$ cat config.mk
export PLATFORM = sky130hd
export DESIGN_NAME = expr_tx
export DESIGN_NICKNAME = d
export VERILOG_FILES = /design/src/rtl/expr_tx_pkg.sv /design/src/rtl/expr_tx_validate.sv /design/src/rtl/expr_tx.sv
export SDC_FILE = /design/constraint.sdc
export NUM_CORES = 1
export LEC_CHECK = 0
export CAP_MARGIN = 20
export CORE_MARGIN = 3
export CORE_UTILIZATION = 35
export CTS_CLUSTER_DIAMETER = 60
export CTS_CLUSTER_SIZE = 40
export DETAILED_ROUTE_END_ITERATION = 8
export GPL_ROUTABILITY_DRIVEN = 0
export PLACE_DENSITY = 0.65
export SLEW_MARGIN = 10
export SYNTH_ARGS = -nofsm -noshare
export SYNTH_HDL_FRONTEND = slang
export SYNTH_SLANG_ARGS = --single-unit
$ cat constraint.sdc
create_clock -name clk -period 6.25 [get_ports clk]
set_clock_uncertainty 0.2 [all_clocks]
set_input_delay 1.5625 -clock clk [delete_from_list [all_inputs] [get_ports clk]]
set_output_delay 1.5625 -clock clk [all_outputs]
set_load 0.02 [all_outputs]
$ cat src/rtl/expr_tx_pkg.sv
// expr_tx_pkg: types, operator codes and ASCII constants shared across the
// expression transmitter.
//   state_t      : transmitter FSM states
//   OP_*         : 2-bit operator codes as seen on the ops input
//   ASCII_*      : character codes put on the output bus
//   op_to_ascii  : operator code -> ASCII operator character
//   digit_ascii  : BCD digit -> ASCII digit character
package expr_tx_pkg;

  typedef enum logic [1:0] {
    IDLE     = 2'd0,
    SEND_DIG = 2'd1,
    SEND_OP  = 2'd2
  } state_t;

  localparam logic [1:0] OP_ADD = 2'b00;
  localparam logic [1:0] OP_SUB = 2'b01;
  localparam logic [1:0] OP_MUL = 2'b10;
  localparam logic [1:0] OP_DIV = 2'b11;

  localparam logic [7:0] ASCII_PLUS  = 8'h2B;
  localparam logic [7:0] ASCII_MINUS = 8'h2D;
  localparam logic [7:0] ASCII_STAR  = 8'h2A;
  localparam logic [7:0] ASCII_SLASH = 8'h2F;
  localparam logic [7:0] ASCII_ZERO  = 8'h30;

  function automatic logic [7:0] op_to_ascii(input logic [1:0] op);
    case (op)
      OP_ADD:  op_to_ascii = ASCII_PLUS;
      OP_SUB:  op_to_ascii = ASCII_MINUS;
      OP_MUL:  op_to_ascii = ASCII_STAR;
      OP_DIV:  op_to_ascii = ASCII_SLASH;
      default: op_to_ascii = ASCII_PLUS;
    endcase
  endfunction

  function automatic logic [7:0] digit_ascii(input logic [3:0] d);
    digit_ascii = ASCII_ZERO + {4'h0, d};
  endfunction

endpackage

$ cat src/rtl/expr_tx_validate.sv
// expr_tx_validate: combinational acceptance check for a load request.
//   count  : number of operands requested
//   digits : packed BCD operands, operand i at [4i+3:4i]
//   ok     : 1 when count is within 1..MAX_OPERANDS and every operand below
//            count is a decimal digit; operands beyond count are don't-care
module expr_tx_validate #(
  parameter int MAX_OPERANDS = 8
) (
  input  logic [3:0]                count,
  input  logic [4*MAX_OPERANDS-1:0] digits,
  output logic                      ok
);

  always_comb begin
    ok = (count != 4'd0) && (int'(count) <= MAX_OPERANDS);
    for (int i = 0; i < MAX_OPERANDS; i++) begin
      if ((i < int'(count)) && (digits[4*i +: 4] > 4'd9)) ok = 1'b0;
    end
  end

endmodule

$ cat src/rtl/expr_tx.sv
// expr_tx: serialises a snapshot of operands and operators as the ASCII
// expression digit, op, digit, ..., digit over a valid/ready byte stream.
//   clk, clr   : clock (rising edge), asynchronous active-high reset
//   start      : load request, honoured only while idle
//   count      : number of operands N (1..MAX_OPERANDS)
//   digits     : packed BCD operands, operand i at [4i+3:4i]
//   ops        : packed operators, operator i at [2i+1:2i], between operand
//                i and operand i+1
//   out_char   : registered ASCII character
//   out_valid  : registered, out_char is meaningful
//   out_ready  : sink accepts out_char this cycle
//   busy       : a stream is in progress
//   done       : one-cycle pulse after the last digit is taken
//   err        : one-cycle pulse after a rejected load request
module expr_tx
  import expr_tx_pkg::*;
#(
  parameter int MAX_OPERANDS = 8
) (
  input  logic                          clk,
  input  logic                          clr,
  input  logic                          start,
  input  logic [3:0]                    count,
  input  logic [4*MAX_OPERANDS-1:0]     digits,
  input  logic [2*(MAX_OPERANDS-1)-1:0] ops,
  output logic [7:0]                    out_char,
  output logic                          out_valid,
  input  logic                          out_ready,
  output logic                          busy,
  output logic                          done,
  output logic                          err
);

  state_t state, state_nx;

  // Snapshot shift registers: the current operand/operator always sits in
  // the low bits, so no explicit index is needed.
  logic [4*MAX_OPERANDS-1:0]     dig_sr;
  logic [2*(MAX_OPERANDS-1)-1:0] op_sr;
  logic [4:0]                    rem, rem_nx;

  logic       ok, xfer, last;
  logic       ld, shift_dig, shift_op;
  logic [7:0] char_nx;
  logic       valid_nx, done_nx, err_nx;

  expr_tx_validate #(.MAX_OPERANDS(MAX_OPERANDS)) u_validate (
    .count  (count),
    .digits (digits),
    .ok     (ok)
  );

  assign xfer = out_valid && out_ready;
  assign last = (rem == 5'd1);
  assign busy = (state != IDLE);

  always_ff @(posedge clk or posedge clr) begin
    if (clr) state <= IDLE;
    else     state <= state_nx;
  end

  always_comb begin
    state_nx = state;
    case (state)
      IDLE:     if (start && ok) state_nx = SEND_DIG;
      SEND_DIG: if (xfer)        state_nx = last ? IDLE : SEND_OP;
      SEND_OP:  if (xfer)        state_nx = SEND_DIG;
      default:                   state_nx = IDLE;
    endcase
  end

  // Outputs are computed one cycle ahead and registered below, so out_char
  // and out_valid come straight from flops and hold during stalls.
  always_comb begin
    char_nx   = out_char;
    valid_nx  = out_valid;
    done_nx   = 1'b0;
    err_nx    = 1'b0;
    ld        = 1'b0;
    shift_dig = 1'b0;
    shift_op  = 1'b0;
    rem_nx    = rem;
    case (state)
      IDLE: begin
        if (start) begin
          if (ok) begin
            ld       = 1'b1;
            valid_nx = 1'b1;
            char_nx  = digit_ascii(digits[3:0]);
            rem_nx   = {1'b0, count};
          end else begin
            err_nx = 1'b1;
          end
        end
      end
      SEND_DIG: begin
        if (xfer) begin
          if (last) begin
            valid_nx = 1'b0;
            char_nx  = 8'h00;
            done_nx  = 1'b1;
            rem_nx   = 5'd0;
          end else begin
            char_nx   = op_to_ascii(op_sr[1:0]);
            shift_dig = 1'b1;
            rem_nx    = rem - 5'd1;
          end
        end
      end
      SEND_OP: begin
        if (xfer) begin
          // dig_sr was already shifted when the previous digit left.
          char_nx  = digit_ascii(dig_sr[3:0]);
          shift_op = 1'b1;
        end
      end
      default: begin
        valid_nx = 1'b0;
        char_nx  = 8'h00;
      end
    endcase
  end

  always_ff @(posedge clk or posedge clr) begin
    if (clr) begin
      out_char  <= 8'h00;
      out_valid <= 1'b0;
      done      <= 1'b0;
      err       <= 1'b0;
      rem       <= 5'd0;
    end else begin
      out_char  <= char_nx;
      out_valid <= valid_nx;
      done      <= done_nx;
      err       <= err_nx;
      rem       <= rem_nx;
    end
  end

  always_ff @(posedge clk) begin
    if (ld) begin
      dig_sr <= digits;
      op_sr  <= ops;
    end else begin
      if (shift_dig) dig_sr <= dig_sr >> 4;
      if (shift_op)  op_sr  <= op_sr >> 2;
    end
  end

endmodule

==> results_dict.tcl <==
set metrics [dict create \
    outcome "finished clean" \
    root_buffer "clkbuf_8" \
    async_reset_ff_share_pct 25.81 \
    synthToLayoutAreaGrowth_pct 28.11 \
    first_iter_violations 114 \
    worstMarginPinSlew_ps 930.6 \
    cts_tree "built" \
    p_leak_nw 1.429 \
    globalRouteOverflowTotal 0 \
    pin_count 66 \
    worstSetupEndpointType "flop" \
    diodes 0 \
    wl_mm 6.332 \
    setup_violations 0 \
    synth_cells 236 \
    path_clk_slew_ps 70 \
    grt_pass1_wl_mm 10.45 \
    worstReg2RegStart "state[0]$_DFFE_PP0P_" \
    p_sw_share_pct 32.40 \
    viasPerCell 5.053 \
    synth_seq_cells 62 \
    io_buffers 63 \
    chipWidth_microns 99.47 \
    num-fill-cells 792 \
    hold_end "out_char[4]$_DFFE_PP0P_" \
    cp_slowest_cell "nand2_1" \
    clk_latency_ps 330 \
    vias 2082 \
    yosysTopAreaCell "edfxtp_1" \
    grt_use_total_pct 13.47 \
    slew_headroom_pct 37.09 \
    ys_types 42 \
    whs_ps 305.9 \
    grt_pass1_vias 2141 \
    ant_nets 0 \
    start_kind "input port" \
    antenna_found_initial 0 \
    cts_buffers 9 \
    combPwrFrac_pct 30.9 \
    slew_violations 0 \
    dp_hpwl_mm 4.643 \
    drc_errors 0 \
    regArea_sq_um 1782 \
    synth_common_cells "edfxtp_1, mux2_2, nand2_1" \
    min_period_ps 4409 \
    synth_area_leaders "edfxtp_1, mux2_2, dfrtp_1" \
    switching_power_mw 0.4171 \
    core_sq_um 8341 \
    num_rows 33 \
    die_y_microns 99.47 \
    synth_top_area_share_pct 45.17 \
    irDropWorstVdd_uv 127.8 \
    initial_utilization_pct 36.66 \
    synth_ff_type "edfxtp_1" \
    cts_hold_buf 0 \
    final_layout_size_suffix_gt1_share_pct 20.52 \
    multi_input_area_sq_um 1175 \
    crit_type "input port to flop" \
    finalHoldViolCount 0 \
    setup-tns-final_ps 0 \
    min_period_over_period_pct 70.54 \
    clock.fmax_ghz 0.2268 \
    synth_area_sq_um 3058 \
    rrSetupSlack_ps 3030 \
    r2r-end "op_sr[4]$_DFFE_PP_" \
    r2r_cells 4 \
    min_from "out_char[4]$_DFFE_PP0P_" \
    post_cts_resized 0 \
    rsz0062_at_grt "false" \
    ys_warn_count 0 \
    critical_path.max_stage_delay_ps 610 \
    cap_viol_max_count 0 \
    holdCritPathClass "flop to flop" \
    die_area_sq_um 9894 \
    clk_path_buf_depth 2 \
    required_ps 6020 \
    finalNetCount 358 \
    h-tree-depth 3 \
    intPower_mw 0.8703 \
    clock_power_share_pct 22.7 \
    syn_area_per_cell_sq_um 12.96 \
    power.share.sequential_pct 46.4 \
    fin_util_pct 46.97 \
    cts_setup_buffers 0 \
    ys_seq_area_share_pct 58.27 \
    cts_sinks 62 \
    crit_chain "clkdlybuf4s50_1 > o221ai_1 > a32oi_1 > nor4_4 > nand2_4 > nand2_1" \
    yosysMostFrequentCell "edfxtp_1" \
    crit_path_max_fanout 46 \
    synth-edff-count 46 \
    min_path_cells 2 \
    pwr_density_cell_nw_per_um2 328.6 \
    grt_start_max_net_pins 47 \
    avgRoutedWirePerCell_microns 15.37 \
    cp_data_arrival_time_ps 4170 \
    firstDrtPassIters 4 \
]
-- placed cells by master (no fill, tap or decap), types with 3 or more instances in the layout --
master / count
and3_1: 7
nor2_1: 10
nand2_1: 22
nor2b_1: 6
inv_1: 7
a31oi_1: 3
o21ai_0: 18
clkbuf_8: 9
edfxtp_1: 46
nand2b_1: 5
clkdlybuf4s50_1: 63
mux2_2: 43
nor3_1: 7
dfrtp_1: 16
o211ai_1: 3
-- critical path: cells and delay by family --
| family | cells | cell delay (ps) |
|---|---|---|
| compound gates | 2 | 470 |
| buf+inv | 1 | 560 |
| simple gates | 3 | 1570 |
-- layer usage --
layer | up-vias | track usage [%] | share of wire [%]
met5 | - | 0 | 0
met1 | 996 | 17.62 | 44
met2 | 63 | 21.95 | 49
met4 | 0 | 3.676 | 0.68
met3 | 5 | 3.857 | 6.4
li1 | 1018 | - | -
-- cells by family (layout without fill, tap and decap cells) --
family                   count (synthesis)  count (layout)  synth area share, %
AO/OA/AOI/OAI                           43              43                9.166
adder cells (fa/ha/maj)                  2               2               0.8182
buffers and inverters                   17              87                3.560
other                                    1               2               0.1226
multiplexers                            45              45                16.49
flip-flops                              62              62                58.26
AND/OR/NAND/NOR                         66              66                11.58
-- flip-flops by register name, indices dropped and copies added (netlist names) --
signal / count
op_sr: 14
out_char: 6
out_valid: 1
state: 2
err: 1
done: 1
rem: 5
dig_sr: 32
-- power by group through the flow --
| stage | sequential, mW | combinational (mW) | clock [mW] |
|---|---|---|---|
| after floorplan | 0.610 | 0.243 | 0 |
| after global placement | 0.602 | 0.394 | 0 |
| after detailed placement | 0.605 | 0.401 | 0 |
| after CTS | 0.597 | 0.402 | 0.303 |
| after global routing | 0.610 | 0.441 | 0.318 |
| final | 0.597 | 0.398 | 0.292 |
-- how the worst max path moves through the flow --
stage | start | to | slack [ps] | depth (start not counted)
finish | count[3] | op_sr[4]$_DFFE_PP_ | 1840 | 6
global placement | count[3] | op_sr[11]$_DFFE_PP_ | 1560 | 6
CTS | count[3] | op_sr[7]$_DFFE_PP_ | 1810 | 6
detailed placement | count[3] | op_sr[13]$_SDFFCE_PP0P_ | 1470 | 6
floorplan | out_ready | dig_sr[0]$_DFFE_PP_ | 1560 | 2
global route | count[3] | op_sr[2]$_DFFE_PP_ | 1610 | 6
-- cell type report --
class                   instances  area share, %
flip-flops and latches         62          45.48
multi-input cells             158          29.99
repair buffers                 64          16.29
well taps                     105          3.354
clock buffers                   9          3.162
clock inverters                 7          1.054
inverters                       7         0.6707
-- stage by stage --
stage               worst slack (ps)  total power [mW]  std cells  instance area, sq um
floorplan                       1557            0.8528        237                  3062
global placement                1561            0.9964        396                  3752
detailed placement              1469             1.006        396                  3752
CTS                             1806             1.302        412                  3918
global route                    1612             1.369        412                  3918
finish                          1841             1.287        412                  3918
Note: power is estimated with default switching activity, not from simulation.
